===== src/rtl/iiitb_rc_mon.sv =====
// iiitb_rc_mon: monitors a one-hot ring counter. It checks that each qualified
// sample is the expected rotation of the previous one, counts revolutions
// through the home position, and posts a report per revolution over a
// valid/ready handshake. Sequence or encoding errors are flagged and counted.
`timescale 1ns/1ps
module iiitb_rc_mon #(
  parameter int WIDTH    = 4,
  parameter int ROT_LEFT = 1,
  parameter int CNT_W    = 8
) (
  input  logic             clk,
  input  logic             reset,
  input  logic             en,
  input  logic [WIDTH-1:0] ring_in,
  input  logic [WIDTH-1:0] home,
  input  logic             clr,
  input  logic             rpt_ready,
  output logic             rpt_valid,
  output logic [CNT_W-1:0] rpt_data,
  output logic             rpt_ovf,
  output logic [CNT_W-1:0] rev_count,
  output logic             err,
  output logic [7:0]       err_count,
  output logic [1:0]       state_o
);

  localparam logic [1:0] IDLE  = 2'b00;
  localparam logic [1:0] TRACK = 2'b01;
  localparam logic [1:0] FAULT = 2'b10;

  localparam logic [WIDTH-1:0] RING_ONE = {{(WIDTH-1){1'b0}}, 1'b1};
  localparam logic [CNT_W-1:0] CNT_ONE  = {{(CNT_W-1){1'b0}}, 1'b1};
  localparam logic [7:0]       ERR_MAX  = 8'hFF;

  logic [1:0]       state_q,    state_d;
  logic [WIDTH-1:0] prev_q,     prev_d;
  logic [CNT_W-1:0] revCount_q, revCount_d;
  logic             rptValid_q, rptValid_d;
  logic [CNT_W-1:0] rptData_q,  rptData_d;
  logic             rptOvf_q,   rptOvf_d;
  logic             err_q,      err_d;
  logic [7:0]       errCount_q, errCount_d;

  logic             ringValid;
  logic [WIDTH-1:0] expectedRing;
  logic             postReport;
  logic             errorEvent;
  logic             acceptReport;
  logic [7:0]       errCountBase;

  // Exactly one bit set: non-zero and clearing the lowest set bit leaves zero.
  assign ringValid = (ring_in != '0) && ((ring_in & (ring_in - RING_ONE)) == '0);

  // Next position of the ring given the direction it is built to rotate.
  assign expectedRing = (ROT_LEFT != 0) ? {prev_q[WIDTH-2:0], prev_q[WIDTH-1]}
                                        : {prev_q[0], prev_q[WIDTH-1:1]};

  assign acceptReport = rptValid_q && rpt_ready;

  // Sequence tracker: decides the next state, stored position, revolution
  // count, and whether this sample posts a report or counts as an error.
  always_comb begin
    state_d    = state_q;
    prev_d     = prev_q;
    revCount_d = revCount_q;
    postReport = 1'b0;
    errorEvent = 1'b0;
    if (en) begin
      case (state_q)
        IDLE: begin
          if (ringValid) begin
            prev_d  = ring_in;
            state_d = TRACK;
          end else begin
            state_d    = FAULT;
            errorEvent = 1'b1;
          end
        end
        TRACK: begin
          if (ring_in == expectedRing) begin
            prev_d = ring_in;
            if (ring_in == home) begin
              revCount_d = revCount_q + CNT_ONE;
              postReport = 1'b1;
            end
          end else begin
            state_d    = FAULT;
            errorEvent = 1'b1;
          end
        end
        FAULT: begin
          if (ring_in == home) begin
            prev_d  = home;
            state_d = TRACK;
          end else if (!ringValid) begin
            errorEvent = 1'b1;
          end
        end
        default: begin
          state_d = IDLE;
        end
      endcase
    end
  end

  // Report handshake: an accept drops valid, a post (re)loads the newest
  // count; a post onto an unaccepted report marks it as overwritten.
  always_comb begin
    rptValid_d = rptValid_q;
    rptData_d  = rptData_q;
    rptOvf_d   = clr ? 1'b0 : rptOvf_q;
    if (acceptReport) begin
      rptValid_d = 1'b0;
    end
    if (postReport) begin
      rptValid_d = 1'b1;
      rptData_d  = revCount_d;
      if (rptValid_q && !rpt_ready) begin
        rptOvf_d = 1'b1;
      end
    end
  end

  // Error flag and saturating count; a clear applies first so a same-cycle
  // error still lands on top of it.
  always_comb begin
    errCountBase = clr ? 8'h00 : errCount_q;
    err_d        = clr ? 1'b0 : err_q;
    errCount_d   = errCountBase;
    if (errorEvent) begin
      err_d = 1'b1;
      if (errCountBase != ERR_MAX) begin
        errCount_d = errCountBase + 8'd1;
      end
    end
  end

  // All state registers, cleared immediately whenever reset is low.
  always_ff @(posedge clk or negedge reset) begin
    if (!reset) begin
      state_q    <= IDLE;
      prev_q     <= '0;
      revCount_q <= '0;
      rptValid_q <= 1'b0;
      rptData_q  <= '0;
      rptOvf_q   <= 1'b0;
      err_q      <= 1'b0;
      errCount_q <= 8'h00;
    end else begin
      state_q    <= state_d;
      prev_q     <= prev_d;
      revCount_q <= revCount_d;
      rptValid_q <= rptValid_d;
      rptData_q  <= rptData_d;
      rptOvf_q   <= rptOvf_d;
      err_q      <= err_d;
      errCount_q <= errCount_d;
    end
  end

  assign rpt_valid = rptValid_q;
  assign rpt_data  = rptData_q;
  assign rpt_ovf   = rptOvf_q;
  assign rev_count = revCount_q;
  assign err       = err_q;
  assign err_count = errCount_q;
  assign state_o   = state_q;

endmodule


===== config.mk =====
export PLATFORM = sky130hd
export DESIGN_NAME = iiitb_rc_mon
export DESIGN_NICKNAME = d
export VERILOG_FILES = /design/src/rtl/iiitb_rc_mon.sv
export SDC_FILE = /design/constraint.sdc
export NUM_CORES = 1
export LEC_CHECK = 0
export CAP_MARGIN = 20
export CORE_ASPECT_RATIO = 1.4
export CORE_MARGIN = 4
export CORE_UTILIZATION = 45
export DETAILED_ROUTE_END_ITERATION = 10
export PLACE_DENSITY = 0.75
export SKIP_CTS_REPAIR_TIMING = 1
export SLEW_MARGIN = 25
export SYNTH_ARGS = -nofsm -noshare
export SYNTH_HDL_FRONTEND = slang
export SYNTH_SLANG_ARGS = --single-unit

===== constraint.sdc =====
create_clock -name clk -period 1.9 [get_ports clk]
set_input_delay 0.285 -clock clk [delete_from_list [all_inputs] [get_ports clk]]
set_output_delay 0.285 -clock clk [all_outputs]
set_load 0.005 [all_outputs]

==> summary.md <==
| Metric | Value |
|---|---|
| Initial DRT Pass Iterations | 4 |
| Net switching fraction of the power | 0.315 |
| Worst Skew | 0.00431 ns |
| Syn_area_per_cell | about 10 sq um |
| Pint | ~1600 uW |
| Gpl congestion | 0.898 |
| Die width | 62.8 um |
| Clock network power share | 0.203 |
| Crit path max-delay family | simple AND/OR/NAND/NOR gates |
| Core box area | 3990 sq um |
| Num ports | 42 |
| Port Buf Inserts | approximately 40 |
| Setup violators final | 0 |
| Pwr Total | around 2400 uW |
| DRT iter0 DRCs | 54 |
| Worst path cell trace | dlymetal6s2s_1 > xor2_2 > nor4_4 > a2111oi_4 > buf_4 > o211ai_1 > mux2i_1 |
| Req. time, crit path | 2.11 ns |
| Max Fanout on Critical Path | 5 |
| Vias post-DR | approximately 1.5k |
| Yosys cell types | 40 |
| Root Buffer | clkbuf_8 |
| Area post-placement | around 2500 sq um |
| TritonCTS buffer count | 5 |
| Total Routing Usage GR | 0.166 |
| Run status | complete, no violations |
| Most common cell in the netlist | dfrtp_1 |
| Row count | 27 |
| Worst slew pin tran | 0.477 ns |
| Leakage | 0.00125 uW |
| Pwr dens | approximately 890 nW/um^2 |
| Non-Filler Instances | approximately 300 |
| Die ar. | between 5000 and 6000 sq um |
| Area added between synthesis and finish | 40.1% |
| R2R Setup Slk | about 0.2 ns |
| Power share of the combinational group | 0.412 |
| Vias in the first global route | roughly 1.6k |
| Ratio of final minimum period to clock period | 0.911 |
| Worst VDD drop | roughly 0.00062 V |
| Clk Latency, worst-skew pair | 0.28 ns |
| Placed Cells | 286 |
| WL/cell | between 10 and 15 um |
| Top cells by area, synth | dfrtp_1 44%, xnor2_1 6.0%, xor2_1 4.6% |
| Worst Setup End Kind | register |
| Post-Syn Nets | between 150 and 200 |
| Post-place setup slack | -0.464 ns |
| Critical Path Max Stage Delay | between 0.5 and 0.6 ns |
| Post-synth design cell area | between 1500 and 2000 sq um |
| Starting Density | 0.474 |
| Initial antenna violation count | 0 |
| Final Max Tran Viols | 0 |
| Final hold vios | 0 |
| CTS tree | yes |
| Synthesis Warnings | 0 |
| Async set or reset register ratio after synthesis | 1.00 |
| Ys flop type | dfrtp_1 |
| RSZ-0062 raised after global routing | false |
| Synth Instances | between 150 and 200 |
| H-tree Lvls | 2 |
| Seq pwr share | 0.384 |
| Largest net degree at the start of global routing | 34 |
| Detailed Place HPWL | about 3.1 mm |
| Cell taking the most area after synthesis | dfrtp_1 |
| Reg clk slew, reported paths | ~0.060 ns |
| Setup CP Type | in -> reg |
| Final #Nets | roughly 270 |
| Fill cells | 327 |
| P_sw | between 700 and 800 uW |
| GRT overflow | 0 |
| DRT Wirelength | slightly above 4 mm |
| Slowest CP cell | nor4_4 |
| Worst min path class | in -> async |
| Final worst-path setup slack | 0.169 ns |
| EDFF count, synth | 0 |
| Top cell type's share of synthesized area | 0.437 |
| Share of layout cells above drive strength 1 | 0.229 |
| Vias per cell | around 5.3 |
| Diodes inserted | 0 |
| Synth top cells by count | 33 x dfrtp_1, 18 x nor2_1, 16 x nand2_1 |
| Global-route wire length before repair | about 7.0 mm |
| Max Cap Violations | 0 |
| Fin crit period | roughly 1.7 ns |
| Max Clock Freq | a little under 0.6 GHz |
| Post-route DRC violation count | 0 |
| Worst EP arrival | 1.94 ns |
| Sequential element share of the synthesized area | 0.437 |
| Final ANT Viol Nets | 0 |
| Startpoint types | input pin |
| Seq cells post-synth | 33 |
| Deepest clock path buffer count | 2 |
| Max_slew headroom | 0.680 |
| Critical path buffer and inverter count | 2 |
| Overall die height | 84.7 um |
| Final Cell Area | 2650 sq um |
| Clk sinks | 33 |
[layout by cell type (no fill, tap or decap), types with 2 or more instances in the layout]
| cell type | netlist | final |
|---|---|---|
| dfrtp_1 | 33 | 33 |
| nand3_1 | 11 | 11 |
| nor2b_2 | 0 | 2 |
| nand2b_1 | 5 | 5 |
| mux2_4 | 5 | 5 |
| nand2_1 | 16 | 16 |
| o22ai_1 | 3 | 3 |
| buf_4 | 2 | 26 |
| xor2_2 | 1 | 3 |
| and3_1 | 4 | 4 |
| ha_1 | 2 | 2 |
| inv_1 | 5 | 5 |
| a21oi_1 | 8 | 8 |
| mux2_2 | 3 | 3 |
| o211ai_1 | 4 | 4 |
| nor3_1 | 3 | 2 |
| o21ai_0 | 5 | 4 |
| nor3_2 | 1 | 2 |
| o21ai_2 | 1 | 2 |
| xnor2_1 | 13 | 13 |
| nor2b_1 | 5 | 3 |
| clkbuf_8 | 0 | 5 |
| xor2_1 | 10 | 8 |
| nor2_1 | 18 | 18 |
| nand4_1 | 3 | 3 |
| dlymetal6s2s_1 | 0 | 9 |
| mux2i_1 | 2 | 2 |
| clkdlybuf4s50_1 | 0 | 32 |
[metrics by stage]
step | util | hold slack, ns | TNS, ns
after floorplan | - | -0.0106 | 0
after global placement | 0.631 | 0.468 | -9.93
after detailed placement | 0.631 | 0.476 | -11.73
after CTS | 0.650 | 0.417 | -1.83
after global routing | 0.664 | 0.430 | 0
final | 0.664 | 0.404 | 0
[flip-flops by register name (all words and copies together) (netlist names)]
register / count
rev_count: 8
state_o: 2
err: 1
rpt_ovf: 1
prev_q: 4
err_count: 8
rpt_valid: 1
rpt_data: 8
[power groups by stage]
stage / Clock [uW] / Combinational [uW] / Sequential (uW)
final: 478 / 970 / 904
after global placement: 0 / 935 / 916
after global routing: 524 / 1040 / 924
after CTS: 496 / 962 / 906
after detailed placement: 0 / 961 / 912
after floorplan: 0 / 501 / 947
[worst reg2reg max path, delay by kind of cell (launching register included)]
family	cells	cell delay, ns
AND/OR/NAND/NOR	4	0.61
AO/OA/AOI/OAI	1	0.11
adder cells (fa/ha/maj)	1	0.18
flip-flops	1	0.37
multiplexers	1	0.31
[routing by layer]
layer | global-route usage | wire length [um] | vias up
li1 | - | - | 763
met2 | 0.284 | 2120 | 41
met5 | 0 | 0 | -
met3 | 0.0415 | 169 | 5
met4 | 0.0884 | 78 | 0
met1 | 0.190 | 1780 | 727
[cell families after synthesis]
logic type,count (synthesis),share of synthesized area
adder cells (fa/ha/maj),2,0.0132
buffers and inverters,11,0.0377
AND/OR/NAND/NOR,72,0.199
XOR/XNOR,24,0.115
multiplexers,11,0.0742
AO/OA/AOI/OAI,28,0.124
flip-flops,33,0.437
[final timing paths]
path,start,endpoint,depth (start not counted)
setup / recovery,ring_in[2],err_count[5],7
hold / removal,reset,rev_count[2],2
setup reg to reg,err_count[0],err_count[1],7
hold reg to reg,rpt_data[0],rpt_data[0],2
max in group asynchronous,reset,rev_count[0],2
min in group clk,home[0],prev_q[0],3
[final cells by class]
class                   instances  area, sq um  share of cell area
clock buffers                   5         68.8              0.0260
repair buffers                 68          648               0.245
clock inverters                 1         5.00             0.00189
multi-input cells             137         1030               0.388
inverters                       5         18.8             0.00709
well taps                      43         53.8              0.0203
flip-flops and latches         33          826               0.312
Power figures use the tool's default switching activity.
